--- config.mk ---
export PLATFORM = sky130hd
export DESIGN_NAME = systolic_skew_feeder
export DESIGN_NICKNAME = d
export VERILOG_FILES = /design/src/rtl/systolic_pkg.sv /design/src/rtl/skew_delay_line.sv /design/src/rtl/systolic_skew_feeder.sv
export SDC_FILE = /design/constraint.sdc
export NUM_CORES = 1
export LEC_CHECK = 0
export ABC_CLOCK_PERIOD_IN_PS = 2840
export BUFFER_PORTS_ARGS = -buffer_cell sky130_fd_sc_hd__buf_4
export CORE_MARGIN = 3
export CORE_UTILIZATION = 55
export CTS_BUF_LIST = sky130_fd_sc_hd__clkbuf_4 sky130_fd_sc_hd__clkbuf_8 sky130_fd_sc_hd__clkbuf_16
export DETAILED_ROUTE_END_ITERATION = 7
export PLACE_DENSITY = 0.81
export SLEW_MARGIN = 20
export SYNTH_ARGS = -nofsm -noshare
export SYNTH_HDL_FRONTEND = slang
export SYNTH_SLANG_ARGS = --single-unit
--- constraint.sdc ---
create_clock -name clk -period 2.84 [get_ports clk]
set_clock_uncertainty 0.2 [all_clocks]
set_input_delay 0.852 -clock clk [delete_from_list [all_inputs] [get_ports clk]]
set_output_delay 0.852 -clock clk [all_outputs]
set_load 0.02 [all_outputs]
--- src/rtl/systolic_pkg.sv ---
// Shared defaults, FSM state encoding and lane slicing helper for the
// systolic array edge feeders.
package systolic_pkg;

    localparam int unsigned N_DEF    = 4;
    localparam int unsigned DW_DEF   = 32;
    localparam int unsigned MAXK_DEF = 256;

    typedef enum logic [1:0] {
        IDLE  = 2'd0,
        FEED  = 2'd1,
        FLUSH = 2'd2,
        DONE  = 2'd3
    } state_e;

    function automatic int unsigned lane_idx(input int unsigned lane, input int unsigned dw);
        return lane * dw;
    endfunction

endpackage

--- src/rtl/skew_delay_line.sv ---
// Enabled shift chain of DEPTH stages, each carrying an operand plus a valid bit.
module skew_delay_line #(
    parameter int unsigned DEPTH = 1,
    parameter int unsigned DW    = 32
) (
    input  logic          clk_i,
    input  logic          rst_ni,
    input  logic          en_i,
    input  logic [DW-1:0] data_i,
    input  logic          valid_i,
    output logic [DW-1:0] data_o,
    output logic          valid_o
);

    localparam int unsigned SW = DEPTH * (DW + 1);

    // Stage 0 sits in the low slice; each shift pushes older stages upward.
    logic [SW-1:0] chain_q;

    always_ff @(posedge clk_i or negedge rst_ni) begin
        if (!rst_ni) begin
            chain_q <= '0;
        end else if (en_i) begin
            chain_q <= SW'({chain_q, valid_i, data_i});
        end
    end

    assign valid_o = chain_q[SW-1];
    assign data_o  = chain_q[SW-2 -: DW];

endmodule

--- src/rtl/systolic_skew_feeder.sv ---
// Accepts N-lane operand beats and presents them diagonally skewed on the
// systolic array edge, then drains the skew with zeros and pulses done.
module systolic_skew_feeder
    import systolic_pkg::*;
#(
    parameter int unsigned N    = N_DEF,
    parameter int unsigned DW   = DW_DEF,
    parameter int unsigned MAXK = MAXK_DEF
) (
    input  logic                       clk,
    input  logic                       rst,
    input  logic                       s_valid,
    output logic                       s_ready,
    input  logic [N*DW-1:0]            s_data,
    input  logic                       s_last,
    input  logic                       hold,
    output logic [N*DW-1:0]            edge_data,
    output logic [N-1:0]               edge_valid,
    output logic                       busy,
    output logic                       done,
    output logic [$clog2(MAXK+1)-1:0]  beat_cnt
);

    localparam int unsigned CW = $clog2(MAXK + 1);
    localparam int unsigned FW = (N > 2) ? $clog2(N - 1) : 1;
    localparam logic [CW-1:0] CNT_MAX    = CW'(MAXK);
    localparam logic [FW-1:0] FLUSH_LAST = FW'(N - 2);

    state_e        state_q, state_d;
    logic [CW-1:0] cnt_q, cnt_d, cnt_inc;
    logic [FW-1:0] fcnt_q, fcnt_d;
    logic [0:0]    status_q, status_d;
    logic          done_q, busy_q;
    logic          accept, tile_end;

    assign s_ready = !hold && (state_q == IDLE || state_q == FEED);
    assign accept  = s_valid && s_ready;

    always_comb begin
        state_d  = state_q;
        cnt_d    = cnt_q;
        fcnt_d   = fcnt_q;
        status_d = status_q;
        cnt_inc  = cnt_q + 1'b1;
        tile_end = 1'b0;
        case (state_q)
            IDLE: begin
                if (accept) begin
                    cnt_d    = CW'(1);
                    state_d  = FEED;
                    tile_end = s_last || (CNT_MAX == CW'(1));
                end
            end
            FEED: begin
                if (accept) begin
                    cnt_d    = cnt_inc;
                    tile_end = s_last || (cnt_inc == CNT_MAX);
                end
            end
            FLUSH: begin
                if (!hold) begin
                    if (fcnt_q == FLUSH_LAST) begin
                        state_d = DONE;
                    end else begin
                        fcnt_d = fcnt_q + 1'b1;
                    end
                end
            end
            DONE:    state_d = IDLE;
            default: state_d = IDLE;
        endcase
        // A single-lane feeder has no skew to drain, so the last beat ends the tile.
        if (tile_end) begin
            state_d = (N == 1) ? DONE : FLUSH;
            fcnt_d  = '0;
            if (!s_last) begin
                status_d[0] = 1'b1;
            end
        end
    end

    always_ff @(posedge clk or negedge rst) begin
        if (!rst) begin
            state_q  <= IDLE;
            cnt_q    <= '0;
            fcnt_q   <= '0;
            status_q <= '0;
            done_q   <= 1'b0;
            busy_q   <= 1'b0;
        end else begin
            state_q  <= state_d;
            cnt_q    <= cnt_d;
            fcnt_q   <= fcnt_d;
            status_q <= status_d;
            done_q   <= (state_d == DONE);
            busy_q   <= (state_d != IDLE);
        end
    end

    assign done     = done_q;
    assign busy     = busy_q;
    assign beat_cnt = cnt_q;

    for (genvar i = 0; i < N; i++) begin : g_lane
        logic [DW-1:0] lane_data;

        assign lane_data = accept ? s_data[lane_idx(i, DW) +: DW] : '0;

        skew_delay_line #(
            .DEPTH (i + 1),
            .DW    (DW)
        ) u_delay (
            .clk_i   (clk),
            .rst_ni  (rst),
            .en_i    (!hold),
            .data_i  (lane_data),
            .valid_i (accept),
            .data_o  (edge_data[lane_idx(i, DW) +: DW]),
            .valid_o (edge_valid[i])
        );
    end

endmodule
==> flow_summary.json, run 1 <==
{
  "outcome": "finished clean",
  "pin_count": 277,
  "period_needed_ns": 2.29,
  "grt_pass1_wl_mm": 42.1,
  "postCtsSetupBuffers": 0,
  "synth-seq-area-share_pct": 63.8,
  "synthCells": 895,
  "synth_area_leaders": "dfrtp_1 64%, mux2_2 17%, a22o_1 8.4%",
  "pwr-share-seq_pct": 46.0,
  "p_per_area_mw_per_mm2": 838,
  "clk_path_buf_depth": 3,
  "ys_warn_count": 0,
  "fp.dieH_um": 161,
  "synthDistinctLibCells": 38,
  "slew_violations": 0,
  "hold_path.class": "input port to async pin",
  "nNetsFinal": 1206,
  "synth-simple-area-share_pct": 1.76,
  "drt-total-wl_mm": 25.7,
  "synth.most_common_cell": "dfrtp_1",
  "grt_overflow": 0,
  "nFillCells": 1645,
  "drt_pre_antenna_iters": 4,
  "grt_pass1_vias": 8138,
  "tightest_slew_ns": 0.566,
  "synth-xor-area-share_pct": 0.0659,
  "place.gp.congestion": 0.780,
  "grt.total_usage_pct": 19.8,
  "cts_hold_buffers": 0,
  "synth-compound-area-share_pct": 9.84,
  "syn_nets": 1031,
  "initial_utilization_pct": 56.3,
  "post-route-period-util_pct": 80.8,
  "async_reset_ff_share_pct": 100,
  "cts.sinks": 339,
  "post_cts_resized": 0,
  "ant_nets": 0,
  "ys.flop_type": "dfrtp_1",
  "synthToLayoutAreaGrowth_pct": 22.2,
  "end_kind": "output pin",
  "synth_edf_count": 0,
  "die_w_um": 161,
  "critPathKind": "input port to output pin",
  "syn_area_per_cell_sq_um": 14.9,
  "power_mw": 13.6,
  "setup_viol": 0,
  "root_buffer": "clkbuf_16",
  "max_freq_mhz": 436,
  "antenna_found_initial": 0,
  "p_clk_share_pct": 34.1,
  "remaining_drc_errors": 0,
  "syn-cell-area_sq_mm": 0.0133,
  "wl_per_cell_um": 18.1,
  "cts_tree": "yes",
  "htreeDepth": 2,
  "portBuffers": 276,
  "drt_iter0_drc": 374,
  "critPathLaunchType": "input port",
  "hold_viol_final": 0,
  "crit_arrival_ns": 1.24,
  "drv_cap": 0,
  "worstPathRequired_ns": 1.79,
  "ys_seq_elements": 339,
  "grt_max_degree": 112,
  "core_sq_mm": 0.0236,
  "synth_top_family_by_area": "multiplexers",
  "rsz0062_at_grt": "false",
  "die_area_sq_mm": 0.0261,
  "yosys-top-cells-count": "339 x dfrtp_1, 195 x mux2_2, 128 x a22o_1, 100 x buf_4, 29 x buf_2",
  "row_count": 56,
  "drive_above_1_share_pct": 51.0,
  "cts.clk_slew.worst_paths_ns": 0.06,
  "synth_top_cell_area_share_pct": 63.8,
  "p_sw_share_pct": 27.0,
  "synth_top_cell_by_area": "dfrtp_1",
  "synth_mux_area_share_pct": 16.6,
  "clk-insertion-delay-late_ns": 0.50,
  "slew_headroom_pct": 62.3,
  "antenna_cells": 0,
  "dpl.hpwl_mm": 17.1,
  "leakage_nw": 8.26,
  "p_int_mw": 9.94,
  "cts_buffers": 37,
  "finalSetupTns_ns": 0,
  "p_sw_mw": 3.68,
  "synthAdderAreaFrac_pct": 0.282,
  "vias": 7561,
  "ir_drop_uv": 643,
  "viasPerCell": 5.34,
  "power_frac_comb_pct": 19.9,
  "worst-path-max-fanout": 19
}
critical path, cell delays in order:
cell	delay, ns
buf_8	0.14
nor2_1	0.09
buf_4	0.15
cell usage in the layout (no fill, tap or decap), types with 2 or more instances in the layout:
master     synthesis  layout
inv_6              0       2
dfrtp_1          339     339
nor2_1             8       8
clkbuf_4           0       9
inv_1              3       3
nand2_1           15      15
nand2b_1           2       2
clkbuf_16          0      39
buf_12             0      11
and3_1             2       2
clkinv_2           0       6
nand3_1            7       7
buf_8              0       2
mux2_2           195     195
clkbuf_8           0       9
ha_1               3       3
buf_4            100     278
and3_4             2       2
o31ai_1            3       3
a21oi_1            4       4
o21ai_0            9       9
a22o_1           128     128
path summary, 6_finish.rpt:
kind                                               startpoint                             to  slack, ns  cells after the start
worst max-delay path                                     hold                        s_ready       0.55                      3
worst max register to register                    beat_cnt[0]                      fcnt_q[0]       0.64                      6
worst min register to register  g_lane[3].u_delay.chain_q[41]  g_lane[3].u_delay.chain_q[74]       0.30                      1
max in group asynchronous                                 rst  g_lane[3].u_delay.chain_q[45]       1.67                      2
worst min-delay path                                      rst  g_lane[3].u_delay.chain_q[88]       0.06                      1
min in group clk                g_lane[3].u_delay.chain_q[41]  g_lane[3].u_delay.chain_q[74]       0.30                      1
power groups by stage:
stage / registers, mW / clock network [mW] / logic, mW
CTS: 6.27 / 4.77 / 2.76
finish: 6.26 / 4.65 / 2.71
detailed placement: 6.33 / 0 / 2.75
global placement: 6.29 / 0 / 2.67
floorplan: 6.26 / 0 / 1.95
global route: 6.38 / 5.00 / 2.91
state kept, by name, indices dropped and copies added (netlist names):
register,count
busy,1
state_q,2
done,1
g_lane.u_delay.chain_q,324
beat_cnt,9
fcnt_q,2
area by class of cell:
cell class / count / area, sq um / share of cell area (%)
repair buffers: 291 / 2340 / 14.4
flip-flops and latches: 339 / 8480 / 52.2
well taps: 319 / 399 / 2.46
clock buffers: 57 / 1170 / 7.19
inverters: 3 / 11.3 / 0.0693
multi-input cells: 398 / 3800 / 23.4
clock inverters: 8 / 47.5 / 0.293
logic make-up (layout without fill, tap and decap cells):
family | Yosys count | count (layout)
buffers and inverters | 158 | 359
multiplexers | 196 | 196
adder cells (fa/ha/maj) | 3 | 3
flip-flops | 339 | 339
AO/OA/AOI/OAI | 153 | 153
AND/OR/NAND/NOR | 45 | 45
XOR/XNOR | 1 | 1
metrics by stage:
stage          utilization, %  worst slack (ns)  area (sq um)  cells  hold slack (ns)
4_1_cts                  68.8             0.530         16200   1415           0.0690
2_1_floorplan               -            0.0338         13300    895            0.269
3_3_place_gp             63.7             0.418         15000   1350            0.281
3_5_place_dp             63.7             0.387         15000   1350            0.288
5_1_grt                  68.8             0.491         16200   1415           0.0775
6_report                 68.8             0.546         16200   1415           0.0588
layer usage:
layer,vias up,global-route usage [%],part of all wire (%)
met3,63,4.85,6.9
met5,-,0,0
met1,3784,25.6,41
met4,0,8.29,3.7
met2,238,32.4,48
li1,3476,-,-
Power figures use the tool's default switching activity.
==> inputs of run 2 (changes only) <==
ABC_CLOCK_PERIOD_IN_PS = 2260   (was 2840)
clock period = 2.26 ns   (was 2.84 ns; I/O delays follow)
==> run 2 against run 1 <==
Via count fell by 0.45%. Sequential cell count unchanged. Power rose by 28%. Critical endpoint is now beat_cnt[6]. Largest power group unchanged. Register-to-register slack got worse by 0.46 ns. Sequential share of layout area is 0.29 points lower. First-iteration DRC count rose by 7.5%. Setup slack worse by 0.42 ns. Hold slack better by 0.13 ns. Wire length grew 1.0%.
==> flow_summary.json, run 2 (synthesis results as in run 1) <==
{
  "die_area_sq_mm": 0.0261,
  "viasPerCell": 5.30,
  "cts_buffers": 36,
  "drive_above_1_share_pct": 51.2,
  "postCtsSetupBuffers": 0,
  "rsz0062_at_grt": "false",
  "drt-total-wl_mm": 25.9,
  "p_sw_share_pct": 26.4,
  "r2r_slack_ns": 0.18,
  "remaining_drc_errors": 0,
  "row_count": 56,
  "cts_hold_buffers": 1,
  "antenna_found_initial": 0,
  "final_common_cell": "dfrtp_1",
  "worst-path-max-fanout": 9,
  "crit_buf_inv": 1,
  "worstPathRequired_ns": 1.38,
  "r2r-start": "beat_cnt[0]",
  "cts.clk_slew.worst_paths_ns": 0.06,
  "hold_viol_final": 0,
  "pwr-share-seq_pct": 45.3,
  "p_per_area_mw_per_mm2": 1060,
  "grt.total_usage_pct": 20.1,
  "grt_pass1_vias": 8101,
  "final_cell_mix": "339 x dfrtp_1, 284 x buf_4, 195 x mux2_2, 128 x a22o_1, 37 x clkbuf_16",
  "largest_register_ff_count": 324,
  "ff2ff_path_depth": 6,
  "htreeDepth": 2,
  "leakage_nw": 8.30,
  "p_int_mw": 12.8,
  "ir_drop_uv": 709,
  "pin_count": 277,
  "setup_viol": 0,
  "whs_ns": 0.189,
  "p_sw_mw": 4.58,
  "core_sq_mm": 0.0236,
  "place.gp.congestion": 0.769,
  "outcome": "finished clean",
  "end_kind": "output pin",
  "finalSetupTns_ns": 0,
  "cts_tree": "yes",
  "critPathTopFamily": "flip-flops",
  "max_freq_mhz": 469,
  "power_frac_comb_pct": 19.7,
  "cts.sinks": 339,
  "critPathKind": "flip-flop to output pin",
  "nNetsFinal": 1211,
  "regMostFlops": "g_lane.u_delay.chain_q",
  "ant_nets": 0,
  "die_w_um": 161,
  "worstHoldStart": "s_data[9]",
  "drt_iter0_drc": 402,
  "initial_utilization_pct": 56.3,
  "post-route-period-util_pct": 94.3,
  "p_clk_share_pct": 35.0,
  "root_buffer": "clkbuf_16",
  "setup_ws_ns": 0.129,
  "tightest_slew_ns": 0.463,
  "antenna_cells": 0,
  "drv_cap": 0,
  "clk-insertion-delay-late_ns": 0.50,
  "vias": 7527,
  "fp.dieH_um": 161,
  "dp_slack_ns": 0.180,
  "grt_max_degree": 82,
  "grt_pass1_wl_mm": 42.3,
  "reg2reg_to": "fcnt_q[1]",
  "min_path_cells": 2,
  "slowest_stage": "dfrtp_1",
  "hold_path.class": "input port to flip-flop",
  "dpl.hpwl_mm": 17.6,
  "post_cts_resized": 0,
  "critPathLaunchType": "flip-flop",
  "whs_endpoint": "g_lane[0].u_delay.chain_q[9]",
  "synthToLayoutAreaGrowth_pct": 22.8,
  "wl_per_cell_um": 18.3,
  "crit_arrival_ns": 1.25,
  "slew_headroom_pct": 69.2,
  "portBuffers": 276,
  "slowest_delay_ns": 0.54,
  "nFillCells": 1583,
  "drt_pre_antenna_iters": 4,
  "period_needed_ns": 2.13,
  "slew_violations": 0,
  "clk_path_buf_depth": 3,
  "path_cells": "buf_4",
  "grt_overflow": 0
}
## run 2: cell count changes in the layout (fill, tap and decap cells not counted)
cell / change
buf_4: +6
bufinv_16: +4
clkbuf_4: -3
clkbuf_16: -2
buf_12: -1
clkbuf_8: +1
clkinv_2: -1
dlygate4sd3_1: +1
inv_6: -1
nor2_1: -1
nor2_4: +1
## run 2: through the flow
stage	util (%)	area (sq um)	power, mW	instances
after floorplan	-	13300	10.3	895
after global placement	63.8	15100	11.3	1355
after detailed placement	63.8	15100	11.4	1355
after CTS	69.2	16300	17.6	1419
after global routing	69.2	16300	18.2	1419
final	69.2	16300	17.4	1419
## run 2: how the worst max path moves through the flow
stage / start / to / depth (start not counted)
2_1_floorplan: hold / s_ready / 5
3_3_place_gp: beat_cnt[0] / fcnt_q[0] / 6
3_5_place_dp: beat_cnt[0] / fcnt_q[1] / 6
4_1_cts: beat_cnt[6] / beat_cnt[6] / 1
5_1_grt: beat_cnt[0] / fcnt_q[0] / 6
6_report: beat_cnt[6] / beat_cnt[6] / 1
## run 2: layout make-up
class                   instances  area (sq um)  share of cell area (%)
repair buffers                297          2370                    14.5
well taps                     319           399                    2.44
clock inverters                10           154                   0.942
inverters                       3          11.3                  0.0689
flip-flops and latches        339          8480                    51.9
clock buffers                  53          1110                    6.79
multi-input cells             398          3810                    23.3
## run 2: metal layers
layer  GRT usage [%]  part of all wire [%]
met1            25.6                    41
met3            5.51                   6.7
met4            6.37                   2.8
met5               0                     0
met2            33.8                    50
## run 2: power groups by stage
stage	registers, mW	logic (mW)	clock network [mW]
global placement	7.90	3.37	0
global route	8.01	3.68	6.49
CTS	7.87	3.49	6.25
detailed placement	7.96	3.47	0
floorplan	7.87	2.46	0
finish	7.86	3.42	6.09
==> inputs of run 3 (changes only) <==
--- a/config.mk
+++ b/config.mk
@@ -13,3 +13,3 @@
 export DETAILED_ROUTE_END_ITERATION = 7
-export PLACE_DENSITY = 0.81
+export PLACE_DENSITY = 0.8
 export SLEW_MARGIN = 20
==> constraint.sdc (replaced) <==
create_clock -name clk -period 2.26 [get_ports clk]
set_clock_uncertainty 0.2 [all_clocks]
set_input_delay 0.226 -clock clk [delete_from_list [all_inputs] [get_ports clk]]
set_output_delay 0.226 -clock clk [all_outputs]
set_load 0.02 [all_outputs]
==> run 3 against run 2 <==
First-iteration DRC count increased by 29%. Non-clock buffer count increased by 134. Utilization grew 5.1 points. Count of clock-buffer cells in the layout did not move. Fmax increased by 3.9%. Clock power is 7.1% lower. Combinational power is 6.1% higher. Hold slack worse by 0.16 ns. Highest routed layer unchanged. Power fell by 1.0%. Critical path depth increased by 5. Largest power group unchanged.
==> flow_summary.json, run 3 (synthesis results as in run 1) <==
{
  "final_common_cell": "dfrtp_1",
  "remaining_drc_errors": 0,
  "pin_count": 277,
  "portBuffers": 276,
  "min_path_cells": 4,
  "stdcell_count": 1548,
  "period_needed_ns": 2.05,
  "postLayoutCellArea_sq_mm": 0.0175,
  "whs_endpoint": "beat_cnt[6]",
  "setup_viol": 0,
  "cts.clk_slew.worst_paths_ns": 0.06,
  "antenna_cells": 0,
  "regMostFlops": "g_lane.u_delay.chain_q",
  "r2r-start": "beat_cnt[0]",
  "tightest_slew_ns": 0.556,
  "drv_cap": 0,
  "place.gp.congestion": 0.784,
  "whs_ns": 0.0244,
  "die_area_sq_mm": 0.0261,
  "place_area_sq_mm": 0.0151,
  "max_freq_mhz": 488,
  "grt_pass1_wl_mm": 47.7,
  "antenna_found_initial": 0,
  "dpl.hpwl_mm": 17.6,
  "drt_iter0_drc": 518,
  "drt-total-wl_mm": 29.5,
  "drt_pre_antenna_iters": 5,
  "hold_viol_final": 0,
  "cts_tree": "yes",
  "vias": 8297,
  "viasPerCell": 5.36,
  "grt_overflow": 0,
  "crit_arrival_ns": 2.23,
  "clk_path_buf_depth": 3,
  "worst-path-max-fanout": 8,
  "slew_headroom_pct": 62.9,
  "clk-insertion-delay-late_ns": 0.49,
  "grt_max_degree": 103,
  "reg2reg_to": "fcnt_q[0]",
  "outcome": "finished clean",
  "grt_pass1_vias": 8961,
  "slew_violations": 0,
  "largest_register_ff_count": 324,
  "postCtsSetupBuffers": 0,
  "initial_utilization_pct": 56.3,
  "p_per_area_mw_per_mm2": 980,
  "die_w_um": 161,
  "post-route-period-util_pct": 90.7,
  "synthToLayoutAreaGrowth_pct": 31.9,
  "cts_buffers": 35,
  "nNetsFinal": 1344,
  "core_sq_mm": 0.0236,
  "leakage_nw": 8.80,
  "end_kind": "flip-flop",
  "hold_path.class": "input port to flip-flop",
  "drive_above_1_share_pct": 45.6,
  "ff2ff_path_depth": 6,
  "finalSetupTns_ns": 0,
  "critPathKind": "flip-flop to flip-flop",
  "wl_per_cell_um": 19.1,
  "ir_drop_uv": 581,
  "root_buffer": "clkbuf_16",
  "worstPathRequired_ns": 2.44,
  "critPathLaunchType": "flip-flop",
  "worstHoldStart": "hold",
  "final_util_pct": 74.3,
  "grt.total_usage_pct": 22.7,
  "rsz0062_at_grt": "false",
  "row_count": 56,
  "placed_cells": 1359,
  "htreeDepth": 2,
  "r2r_slack_ns": 0.21,
  "final_cell_mix": "339 x dfrtp_1, 288 x buf_4, 195 x mux2_2, 131 x dlygate4sd3_1, 128 x a22o_1",
  "ant_nets": 0,
  "fp.dieH_um": 161,
  "cts.sinks": 339
}
run 3: critical path, cell delays in order (launching register included):
cell     delay, ns
dfrtp_1       0.44
ha_1          0.31
nand4_1       0.16
nor2_1        0.23
xor2_1        0.20
a41oi_2       0.17
a31o_1        0.24
run 3: metrics by stage:
| step | setup slack (ns) | power, mW |
|---|---|---|
| 2_1_floorplan | 0.236 | 10.3 |
| 3_5_place_dp | 0.222 | 11.4 |
| 6_report | 0.209 | 17.2 |
| 5_1_grt | 0.0133 | 18.0 |
| 4_1_cts | 0.209 | 17.3 |
| 3_3_place_gp | 0.259 | 11.3 |
run 3: report_power, final:
group / switching, mW / leakage (nW) / total (mW) / internal, mW
Sequential: 0.703 / 4.49 / 7.90 / 7.20
Clock: 2.22 / 0.570 / 5.66 / 3.43
Combinational: 1.75 / 3.74 / 3.63 / 1.88
run 3: what timing repair did:
action | 4_1_cts | 5_1_grt
resized for setup | 0 | 0
endpoints found under the setup margin | 0 | 0
hold endpoints to repair | 470 | 0
hold buffers | 131 | 0
run 3: layout make-up:
cell class / instances / area [sq um]
Inverter: 3 / 11.3
Tap cell: 319 / 399
Fill cell: 1412 / 6070
Multi-Input combinational cell: 398 / 3800
Clock buffer: 53 / 1090
Sequential cell: 339 / 8480
Clock inverter: 5 / 55.1
Timing Repair Buffer: 431 / 3700
run 3: layer usage:
layer / GRT usage, % / routed length (um)
met5: 0 / 0
met4: 7.16 / 825
met3: 4.59 / 1580
met2: 39.7 / 15100
met1: 28.7 / 12000
run 3: how the worst max path moves through the flow:
| stage | from | endpoint | slack, ns | depth (start not counted) |
|---|---|---|---|---|
| 2_1_floorplan | beat_cnt[0] | fcnt_q[0] | 0.24 | 6 |
| 3_3_place_gp | beat_cnt[0] | fcnt_q[0] | 0.26 | 6 |
| 3_5_place_dp | beat_cnt[0] | fcnt_q[0] | 0.22 | 6 |
| 4_1_cts | beat_cnt[0] | fcnt_q[0] | 0.21 | 6 |
| 5_1_grt | beat_cnt[0] | fcnt_q[0] | 0.01 | 6 |
| 6_report | beat_cnt[0] | fcnt_q[0] | 0.21 | 6 |
